===== config.mk =====
export PLATFORM = sky130hd
export DESIGN_NAME = aes_spi_host_ctrl
export DESIGN_NICKNAME = d
export VERILOG_FILES = /design/src/rtl/aes_spi_host_ctrl_pkg.sv /design/src/rtl/aes_spi_host_ctrl_phase_timer.sv /design/src/rtl/aes_spi_host_ctrl.sv
export SDC_FILE = /design/constraint.sdc
export NUM_CORES = 1
export LEC_CHECK = 0
export CORE_AREA = 2 2 351 353
export CTS_CLUSTER_DIAMETER = 100
export DETAILED_ROUTE_END_ITERATION = 10
export DIE_AREA = 0 0 353 355
export PLACE_DENSITY = 0.45
export SETUP_SLACK_MARGIN = 0.02
export SYNTH_ARGS = -nofsm -noshare
export SYNTH_HDL_FRONTEND = slang
export SYNTH_SLANG_ARGS = --single-unit

===== constraint.sdc =====
create_clock -name clk -period 2.5 [get_ports clk]
set_clock_uncertainty 0.1 [all_clocks]
set_input_delay 0.5 -clock clk [delete_from_list [all_inputs] [get_ports clk]]
set_output_delay 0.5 -clock clk [all_outputs]
set_load 0.01 [all_outputs]

===== src/rtl/aes_spi_host_ctrl_pkg.sv =====
// Shared definitions for the AES SPI host sequencer: key-size codes, frame widths,
// phase/sub-phase encodings and frame builders.
package aes_spi_host_ctrl_pkg;

  localparam int unsigned FRAME_W = 258;
  localparam int unsigned CT_W    = 128;

  localparam logic [1:0] KLEN_128 = 2'b00;
  localparam logic [1:0] KLEN_192 = 2'b01;
  localparam logic [1:0] KLEN_256 = 2'b10;
  localparam logic [1:0] KLEN_BAD = 2'b11;

  typedef enum logic [2:0] {
    PhIdle,
    PhKey,
    PhMsg,
    PhRd,
    PhResp
  } phase_e;

  typedef enum logic [1:0] {
    SubStart,
    SubWait,
    SubGap
  } sub_e;

  // Key frame: size code in bits [0:1], key right-aligned and masked to its length.
  function automatic logic [0:FRAME_W-1] key_frame(input logic [1:0]   klen,
                                                   input logic [255:0] key);
    logic [255:0] masked;
    masked = key;
    case (klen)
      KLEN_128: masked = {128'b0, key[127:0]};
      KLEN_192: masked = {64'b0, key[191:0]};
      default:  masked = key;
    endcase
    return {klen, masked};
  endfunction

  function automatic logic [0:FRAME_W-1] msg_frame(input logic [127:0] pt);
    return {2'b00, 128'b0, pt};
  endfunction

endpackage


===== src/rtl/aes_spi_host_ctrl_phase_timer.sv =====
// Loadable down-counter with zero flag; shared by the start-hold, gap and
// done-timeout intervals. Saturates at zero.
module aes_spi_host_ctrl_phase_timer #(
  parameter int unsigned Width = 13
) (
  input  logic             clk_i,
  input  logic             rst_i,
  input  logic             load_i,
  input  logic [Width-1:0] load_val_i,
  output logic             zero_o
);

  logic [Width-1:0] cnt_q;

  // Reload on sub-phase entry, otherwise count down towards zero.
  always_ff @(posedge clk_i) begin
    if (rst_i) begin
      cnt_q <= '0;
    end else if (load_i) begin
      cnt_q <= load_val_i;
    end else if (cnt_q != '0) begin
      cnt_q <= cnt_q - Width'(1);
    end
  end

  assign zero_o = (cnt_q == '0);

endmodule


===== src/rtl/aes_spi_host_ctrl.sv =====
// Host-side sequencer for the AES SPI slave: key frame, message frame, readout
// frame, then one response pulse carrying the ciphertext or an error flag.
module aes_spi_host_ctrl
  import aes_spi_host_ctrl_pkg::*;
#(
  parameter int unsigned START_HOLD   = 2,
  parameter int unsigned GAP_CYCLES   = 8,
  parameter int unsigned DONE_TIMEOUT = 4096,
  parameter logic        SLAVE_SEL    = 1'b0
) (
  input  logic                 clk,
  input  logic                 rst,
  input  logic                 req_valid,
  output logic                 req_ready,
  input  logic [1:0]           req_key_len,
  input  logic [255:0]         req_key,
  input  logic [127:0]         req_pt,
  output logic                 resp_valid,
  output logic [CT_W-1:0]      resp_ct,
  output logic                 resp_err,
  output logic                 busy,
  output logic [0:FRAME_W-1]   spi_tx,
  output logic                 spi_start,
  output logic                 spi_sel,
  input  logic                 spi_done,
  input  logic [0:CT_W-1]      spi_rx
);

  localparam int unsigned TmrW = $clog2(DONE_TIMEOUT + 1);

  phase_e         phase_q;
  sub_e           sub_q;
  logic [127:0]   pt_q;
  logic           done_prev_q;

  logic           accept, legal, active, done_rise;
  logic           start_end, wait_hit, gap_end;
  logic           tmr_load, tmr_zero;
  logic [TmrW-1:0] tmr_val;

  assign spi_sel   = SLAVE_SEL;
  assign accept    = req_valid && req_ready;
  assign legal     = (req_key_len != KLEN_BAD);
  assign active    = (phase_q == PhKey) || (phase_q == PhMsg) || (phase_q == PhRd);
  // A level already high on WAIT entry is ignored: only a 0->1 transition completes.
  assign done_rise = spi_done && !done_prev_q;
  assign start_end = active && (sub_q == SubStart) && tmr_zero;
  assign wait_hit  = active && (sub_q == SubWait) && done_rise;
  assign gap_end   = active && (sub_q == SubGap) && tmr_zero;

  // Timer reload on every sub-phase entry; mirrors the transitions in the FSM below.
  always_comb begin
    tmr_load = 1'b0;
    tmr_val  = '0;
    if (accept && legal) begin
      tmr_load = 1'b1;
      tmr_val  = TmrW'(START_HOLD - 1);
    end else if (start_end) begin
      tmr_load = 1'b1;
      tmr_val  = TmrW'(DONE_TIMEOUT);
    end else if (wait_hit && (phase_q != PhRd)) begin
      tmr_load = 1'b1;
      tmr_val  = TmrW'(GAP_CYCLES - 1);
    end else if (gap_end) begin
      tmr_load = 1'b1;
      tmr_val  = TmrW'(START_HOLD - 1);
    end
  end

  aes_spi_host_ctrl_phase_timer #(
    .Width(TmrW)
  ) u_timer (
    .clk_i     (clk),
    .rst_i     (rst),
    .load_i    (tmr_load),
    .load_val_i(tmr_val),
    .zero_o    (tmr_zero)
  );

  // Sequencer FSM with registered handshake, frame and SPI outputs.
  always_ff @(posedge clk) begin
    if (rst) begin
      phase_q     <= PhIdle;
      sub_q       <= SubStart;
      pt_q        <= '0;
      done_prev_q <= 1'b0;
      req_ready   <= 1'b1;
      resp_valid  <= 1'b0;
      resp_ct     <= '0;
      resp_err    <= 1'b0;
      busy        <= 1'b0;
      spi_start   <= 1'b0;
      spi_tx      <= '0;
    end else begin
      done_prev_q <= spi_done;
      resp_valid  <= 1'b0;
      unique case (phase_q)
        PhIdle: begin
          if (accept) begin
            pt_q      <= req_pt;
            req_ready <= 1'b0;
            busy      <= 1'b1;
            if (legal) begin
              phase_q   <= PhKey;
              sub_q     <= SubStart;
              spi_start <= 1'b1;
              spi_tx    <= key_frame(req_key_len, req_key);
            end else begin
              phase_q    <= PhResp;
              resp_valid <= 1'b1;
              resp_err   <= 1'b1;
            end
          end
        end
        PhKey, PhMsg, PhRd: begin
          case (sub_q)
            SubStart: begin
              if (tmr_zero) begin
                spi_start <= 1'b0;
                sub_q     <= SubWait;
              end
            end
            SubWait: begin
              if (done_rise) begin
                if (phase_q == PhRd) begin
                  resp_ct    <= spi_rx;
                  resp_err   <= 1'b0;
                  resp_valid <= 1'b1;
                  phase_q    <= PhResp;
                end else begin
                  sub_q <= SubGap;
                end
              end else if (tmr_zero) begin
                resp_err   <= 1'b1;
                resp_valid <= 1'b1;
                phase_q    <= PhResp;
              end
            end
            SubGap: begin
              if (tmr_zero) begin
                sub_q     <= SubStart;
                spi_start <= 1'b1;
                if (phase_q == PhKey) begin
                  phase_q <= PhMsg;
                  spi_tx  <= msg_frame(pt_q);
                end else begin
                  phase_q <= PhRd;
                  spi_tx  <= '0;
                end
              end
            end
            default: sub_q <= SubStart;
          endcase
        end
        PhResp: begin
          phase_q   <= PhIdle;
          sub_q     <= SubStart;
          req_ready <= 1'b1;
          busy      <= 1'b0;
        end
        default: phase_q <= PhIdle;
      endcase
    end
  end

endmodule


==> impl_results.md, run 1 <==
* Status: completed
* Post-Synth XOR/XNOR Area at 0.00447
* Syn Std Cell Area at 19,600 sq um
* Wire per inst at about 21 um
* Final TNS setup at 0 ns
* Setup CP Type: reg -> out
* Crit-path max cell delay at ~0.7 ns
* CP delay by family, top: buffers and inverters
* I/O Pins at 910
* CTS tree: done
* GR Util met2 at 0.252
* Fin crit share at 0.958
* Post-route worst setup slack at roughly 0.10 ns
* Final setup fails at 0
* Top_reg_cell synth: dfxtp_1
* Clk pwr share at 0.364
* DR vias/cell at approximately 4.1
* Leakage at between 10 and 15 nW
* Crit. End Element: primary output
* Worst path cell trace: clkdlybuf4s50_1
* Post-Place Setup Slack at -0.363 ns
* PwrDens at just over 800 nW/um^2
* Synth area leaders: dfxtp_1 (55%), nand2_1 (11%), a21oi_1 (8.5%)
* CTS clock-pin slew for the worst setup and hold paths at 0.07 ns
* Cell variety after synth at 53
* Worst Tran Pin Value at approximately 0.84 ns
* Top cell type's share of synthesized area at 0.550
* Met3 Use GR at 0.0501
* Max-Cap Viols at 0
* I/O Buffers at slightly above 900
* Post-Synth Simple-Gate Area at 0.209
* Compound-Gate Fraction of Synth Area at 0.184
* Register bit total from synthesis at roughly 540
* Die span in y at approximately 360 um
* Worst skew pair latency at 0.65 ns
* DP Area at between 30,000 and 40,000 sq um
* Post-synth EDFFs at 0
* Vias in the first global route at 19,690
* Dominant cell type by area after synthesis: dfxtp_1
* Syn Nets at 2,834
* Routed Antenna Nets at 0
* Final WL at 102,000 um
* HPWL Detailed at about 76,000 um
* DRT Pass-1 Iters at 5
* Std cell rows at about 130
* Total GRT Usage at 0.153
* Peak VDD IR at 0.442 mV
* Minimum clock period at roughly 2.4 ns
* Layout cells sized above 1 at 0.0917
* Logic pwr share at 0.274
* Total CTS buffers at 68
* Synth Area per Inst at 8.48 sq um
* Cell-internal power at roughly 20 mW
* DIE AREA at ~130,000 sq um
* GR peak layer: met2
* CTS Buffer Depth at 3
* Worst path required time at between 1.5 and 2 ns
* Root buf cell: clkbuf_16
* Fin. Hold Viols at 0
* Crit path launch type: flip-flop
* Worst Path Max Fanout at 2
* Syn-to-layout area delta at 74.2%
* Sw Share at 0.308
* First-pass GRT wire length at between 100,000 and 150,000 um
* Asr flop ratio synth at 0
* Core area at between 100,000 and 150,000 sq um
* Met1 usage at 0.188
* Drt drc at 0
* Largest net degree at the start of global routing at ~150
* Slowest-stage cell, CP: clkdlybuf4s50_1
* Post-synthesis mux area share at 0.000511
* DP Cell Count at just under 5,000
* YS warnings at 0
* Adder-Cell Fraction of Synth Area at 0.00319
* Buf/Inv on CP at 1
* Relative slew slack at 0.442
* Via count at between 20,000 and 25,000
* FMAX at 417 MHz
* Gr ovfl total at 0
* Crit path DAT at ~1.8 ns
* GP Congestion at around 0.83
* Hold Crit Class: in -> reg
* Unrepaired setup endpoints after global routing: yes
* Initial antenna violation count at 34
* CTS H-Tree Depth at 3
* NumNets Final at ~3,800
* NetSw at approximately 8.6 mW
* Starting density of the core at 0.161
* Mapped Cells at between 2,000 and 2,500
* Largest family of logic cells by synthesized area: simple AND/OR/NAND/NOR gates
* Final Max Slew Viols at 0
* Initial DRC Count at 1,266
* Post-Layout Inst Area at roughly 34,000 sq um
* Sequential cell fraction of total power at 0.362
* Seq/Total Area, Yosys at 0.550
* Die width at approximately 350 um
* Clock Sink Count at ~540
* Layout Cells excl Fill at roughly 4,900
[cells in the final DEF (no fill, tap or decap), types with 3 or more instances in the layout]
master,count
diode_2,15
a221oi_2,6
dlygate4sd2_1,4
o21ai_0,5
clkdlybuf4s50_1,902
and2_1,3
nand2_1,587
nand4_1,7
a21oi_1,333
clkbuf_16,73
a221oi_1,123
bufinv_16,5
nand3_1,75
a22o_1,64
nor3_1,131
o211ai_1,3
a31oi_1,3
inv_1,8
clkbuf_8,13
clkbuf_1,18
dfxtp_1,538
nor2_1,151
buf_4,131
ha_1,5
nor2_4,3
clkinv_2,4
nand4b_1,3
buf_12,41
xor2_1,9
and3_1,4
[state kept, by name, indices dropped and copies added (netlist names)]
name / cells
resp_err: 1
spi_tx: 258
spi_start: 1
phase_q: 3
sub_q: 2
done_prev_q: 1
req_ready: 1
resp_valid: 1
u_timer.cnt_q: 13
busy: 1
resp_ct: 128
pt_q: 128
[stage by stage]
step / power [mW] / utilization / hold slack [ns]
6_report: 28.0 / 0.281 / 0.0799
5_1_grt: 29.5 / 0.281 / 0.0283
4_1_cts: 28.3 / 0.279 / 0.0171
3_5_place_dp: 17.8 / 0.260 / 0.343
3_3_place_gp: 17.8 / 0.260 / 0.338
2_1_floorplan: 13.5 / - / 0.336
[routing by layer]
metal / share of wire / vias up / routed length, um
met5: 0.0014 / - / 143
met1: 0.43 / 9732 / 43400
met2: 0.48 / 641 / 48600
met3: 0.073 / 142 / 7460
met4: 0.023 / 22 / 2370
li1: - / 9927 / -
[power groups by stage]
| stage | combinational [mW] | clock (mW) | sequential [mW] |
|---|---|---|---|
| after floorplan | 3.01 | 0 | 10.5 |
| after global placement | 7.53 | 0 | 10.3 |
| after detailed placement | 7.52 | 0 | 10.3 |
| after CTS | 7.55 | 10.6 | 10.1 |
| after global routing | 8.33 | 10.9 | 10.3 |
| final | 7.69 | 10.2 | 10.1 |
[layout make-up]
class                      instances  area (sq um)
clock buffer                     101          2000
antenna                           15          37.5
fill                           13103         87300
sequential                       538         10800
tap                             1625          2030
multi-input combinational       1557          7980
inverter                           8          30.0
clock inverter                    16           290
timing repair buffer            1085         11000
[kinds of logic after synthesis]
| kind of cell | after synthesis |
|---|---|
| adder cells (fa/ha/maj) | 5 |
| other | 1 |
| AO/OA/AOI/OAI | 557 |
| flip-flops | 538 |
| XOR/XNOR | 10 |
| AND/OR/NAND/NOR | 983 |
| buffers and inverters | 216 |
| multiplexers | 1 |
[repair_timing]
action                     4_1_cts  5_1_grt
gates cloned                     0        3
resized for setup                6       12
setup endpoints to repair       84      171
pin swaps                        0        3
hold buffers                     0        0
setup buffers                    0        8
[Yosys cell counts, types with 2 or more instances]
master,n
o211ai_1,3
o211a_1,2
buf_6,2
nand4b_1,3
a31oi_1,3
nor2_2,2
and3_1,5
buf_4,23
o21ba_2,2
nand3_1,76
nor2_1,153
nor2b_1,2
o311ai_0,2
or3_1,2
o21ai_0,5
o41ai_1,2
buf_2,47
inv_1,8
ha_1,5
a22o_1,64
buf_1,3
xor2_1,9
clkbuf_1,133
a21oi_1,333
dfxtp_1,538
a211oi_1,2
a221oi_1,129
nand4_1,7
nor3_1,131
nand2_1,587
nor3b_1,3
nand2b_1,2
and2_1,3
[final timing paths]
check                    from          end  slack [ns]  cells past startpoint
max               spi_tx[141]  spi_tx[141]        0.10                      1
min                       rst    pt_q[125]        0.08                      2
max reg2reg  u_timer.cnt_q[1]  spi_tx[244]        0.16                     10
min reg2reg        spi_tx[91]   spi_tx[91]        0.35                      2
No activity file was read; power rests on OpenSTA's default activity.
==> inputs of run 2 (changes only) <==
--- a/config.mk
+++ b/config.mk
@@ -9,7 +9,8 @@
 export CTS_CLUSTER_DIAMETER = 100
 export DETAILED_ROUTE_END_ITERATION = 10
 export DIE_AREA = 0 0 353 355
-export PLACE_DENSITY = 0.45
+export HOLD_SLACK_MARGIN = 0.03
+export PLACE_DENSITY_LB_ADDON = 0.12
 export SETUP_SLACK_MARGIN = 0.02
 export SYNTH_ARGS = -nofsm -noshare
 export SYNTH_HDL_FRONTEND = slang
==> impl_results.md, run 2 (synthesis results as in run 1) <==
* Status: completed
* Fin. Hold Viols at 0
* Final WL at 102,000 um
* Via count at between 20,000 and 25,000
* Slowest-stage cell, CP: clkdlybuf4s50_1
* I/O Pins at between 900 and 1,000
* NumNets Final at 3,769
* I/O Buffers at 908
* Worst path required time at between 1.5 and 2 ns
* CTS clock-pin slew for the worst setup and hold paths at ~0.06 ns
* Root buf cell: clkbuf_16
* Crit-path max cell delay at around 0.74 ns
* Crit. End Element: primary output
* Relative slew slack at 0.478
* Worst path cell trace: clkdlybuf4s50_1
* Final core utilization at 0.281
* Die width at around 350 um
* Minimum clock period at about 2.4 ns
* Most common cell after layout, fill and taps aside: clkdlybuf4s50_1
* DRT Pass-1 Iters at 4
* DR vias/cell at about 4
* HPWL Detailed at around 77,000 um
* CTS Buffer Depth at 3
* Initial antenna violation count at 38
* Layout cells sized above 1 at 0.0896
* Multi-input logic area at slightly below 8000 sq um
* Crit path launch type: flip-flop
* Setup bufs post-CTS at 0
* Leakage at ~12 nW
* GP Congestion at ~0.8
* PwrDens at just over 800 nW/um^2
* Fin crit share at 0.963
* Largest register FFs at about 260
* Filler cell count at approximately 13,000
* Worst skew pair latency at 0.64 ns
* Drt drc at 0
* Setup CP Type: reg -> out
* DIE AREA at between 100,000 and 150,000 sq um
* Clock Sink Count at about 540
* Register area at 10,800 sq um
* Hold Crit Class: in -> reg
* Biggest register: spi_tx
* Max-Cap Viols at 0
* Final Max Slew Viols at 0
* Gr ovfl total at 0
* Core area at 121,000 sq um
* WHS at approximately 0.29 ns
* Most used cells in the layout excluding fill and tap cells: clkdlybuf4s50_1 (907), nand2_1 (587), dfxtp_1 (537)
* Starting density of the core at 0.161
* Vias in the first global route at between 20,000 and 25,000
* Total CTS buffers at a little over 70
* Largest net degree at the start of global routing at around 120
* First-pass GRT wire length at ~140,000 um
* Final setup fails at 0
* Wire per inst at a little over 20 um
* CTS H-Tree Depth at 3
* Worst Tran Pin Value at just under 0.8 ns
* DP Cell Count at approximately 4,800
* Worst Path Max Fanout at 2
* Total GRT Usage at 0.155
* Unrepaired setup endpoints after global routing: no
* Std cell rows at around 130
* Buf/Inv on CP at 1
* Peak VDD IR at 0.457 mV
* CP delay by family, top: buffers and inverters
* Routed Antenna Nets at 0
* Layout Cells excl Fill at a little under 5,000
* Initial DRC Count at between 1,000 and 1,500
* Largest registers: spi_tx (258), pt_q (128), resp_ct (128)
* CTS tree: done
* Syn-to-layout area delta at 73.9%
* FMAX at about 420 MHz
* Die span in y at roughly 360 um
* Crit path DAT at approximately 1.8 ns
## run 2: per-layer routing
metal,GRT usage,vias to the layer above,routed length [um]
met5,0,-,197
met4,0.0576,30,3070
met3,0.0568,162,8110
met2,0.261,637,48800
met1,0.181,9429,41400
li1,-,9922,-
## run 2: what timing repair did
item | in CTS | in global routing
hold buffers | 1 | 0
resized for setup | 0 | 5
setup endpoints to repair | 0 | 54
hold endpoints to repair | 5 | 0
## run 2: area by class of cell
class / instances / share of cell area
timing repair buffer: 1069 / 0.318
antenna: 17 / 0.00125
clock inverter: 20 / 0.00811
tap: 1625 / 0.0597
inverter: 8 / 0.000881
clock buffer: 110 / 0.0632
sequential: 538 / 0.316
multi-input combinational: 1557 / 0.233
## run 2: power by group
part           internal, mW  leakage, nW  total, mW  switching [mW]
registers              9.51         4.39       10.1           0.582
clock network          6.32         1.19       10.7            4.35
logic                  3.66         6.41       7.39            3.72
total                  19.5         12.0       28.1            8.65
## run 2: final timing paths
| kind | slack, ns | from | cells past startpoint | endpoint |
|---|---|---|---|---|
| worst max-delay path | 0.09 | spi_tx[139] | 1 | spi_tx[139] |
| worst max register to register | 0.17 | u_timer.cnt_q[1] | 9 | spi_tx[138] |
| worst min-delay path | 0.29 | req_pt[34] | 3 | pt_q[34] |
| worst min register to register | 0.35 | spi_tx[103] | 2 | spi_tx[103] |
## run 2: worst reg2reg max path: cells and delay by family, from the launching register on
kind | cells | cell delay (ns)
adders and majority gates | 1 | 0.23
buffers and inverters | 3 | 0.43
and+or+nand+nor | 3 | 0.57
DFF | 1 | 0.33
AOI/OAI and AO/OA | 2 | 0.53
## run 2: per-stage QoR
stage	area, sq um	total power, mW	setup TNS, ns	setup slack, ns
finish	34100	28.1	0	0.0935
global route	34100	29.7	0	0.0224
CTS	34000	28.8	0	0.0243
detailed placement	31600	17.8	-51.04	-0.356
global placement	31600	17.8	-39.29	-0.306
floorplan	19600	13.5	0	0.298
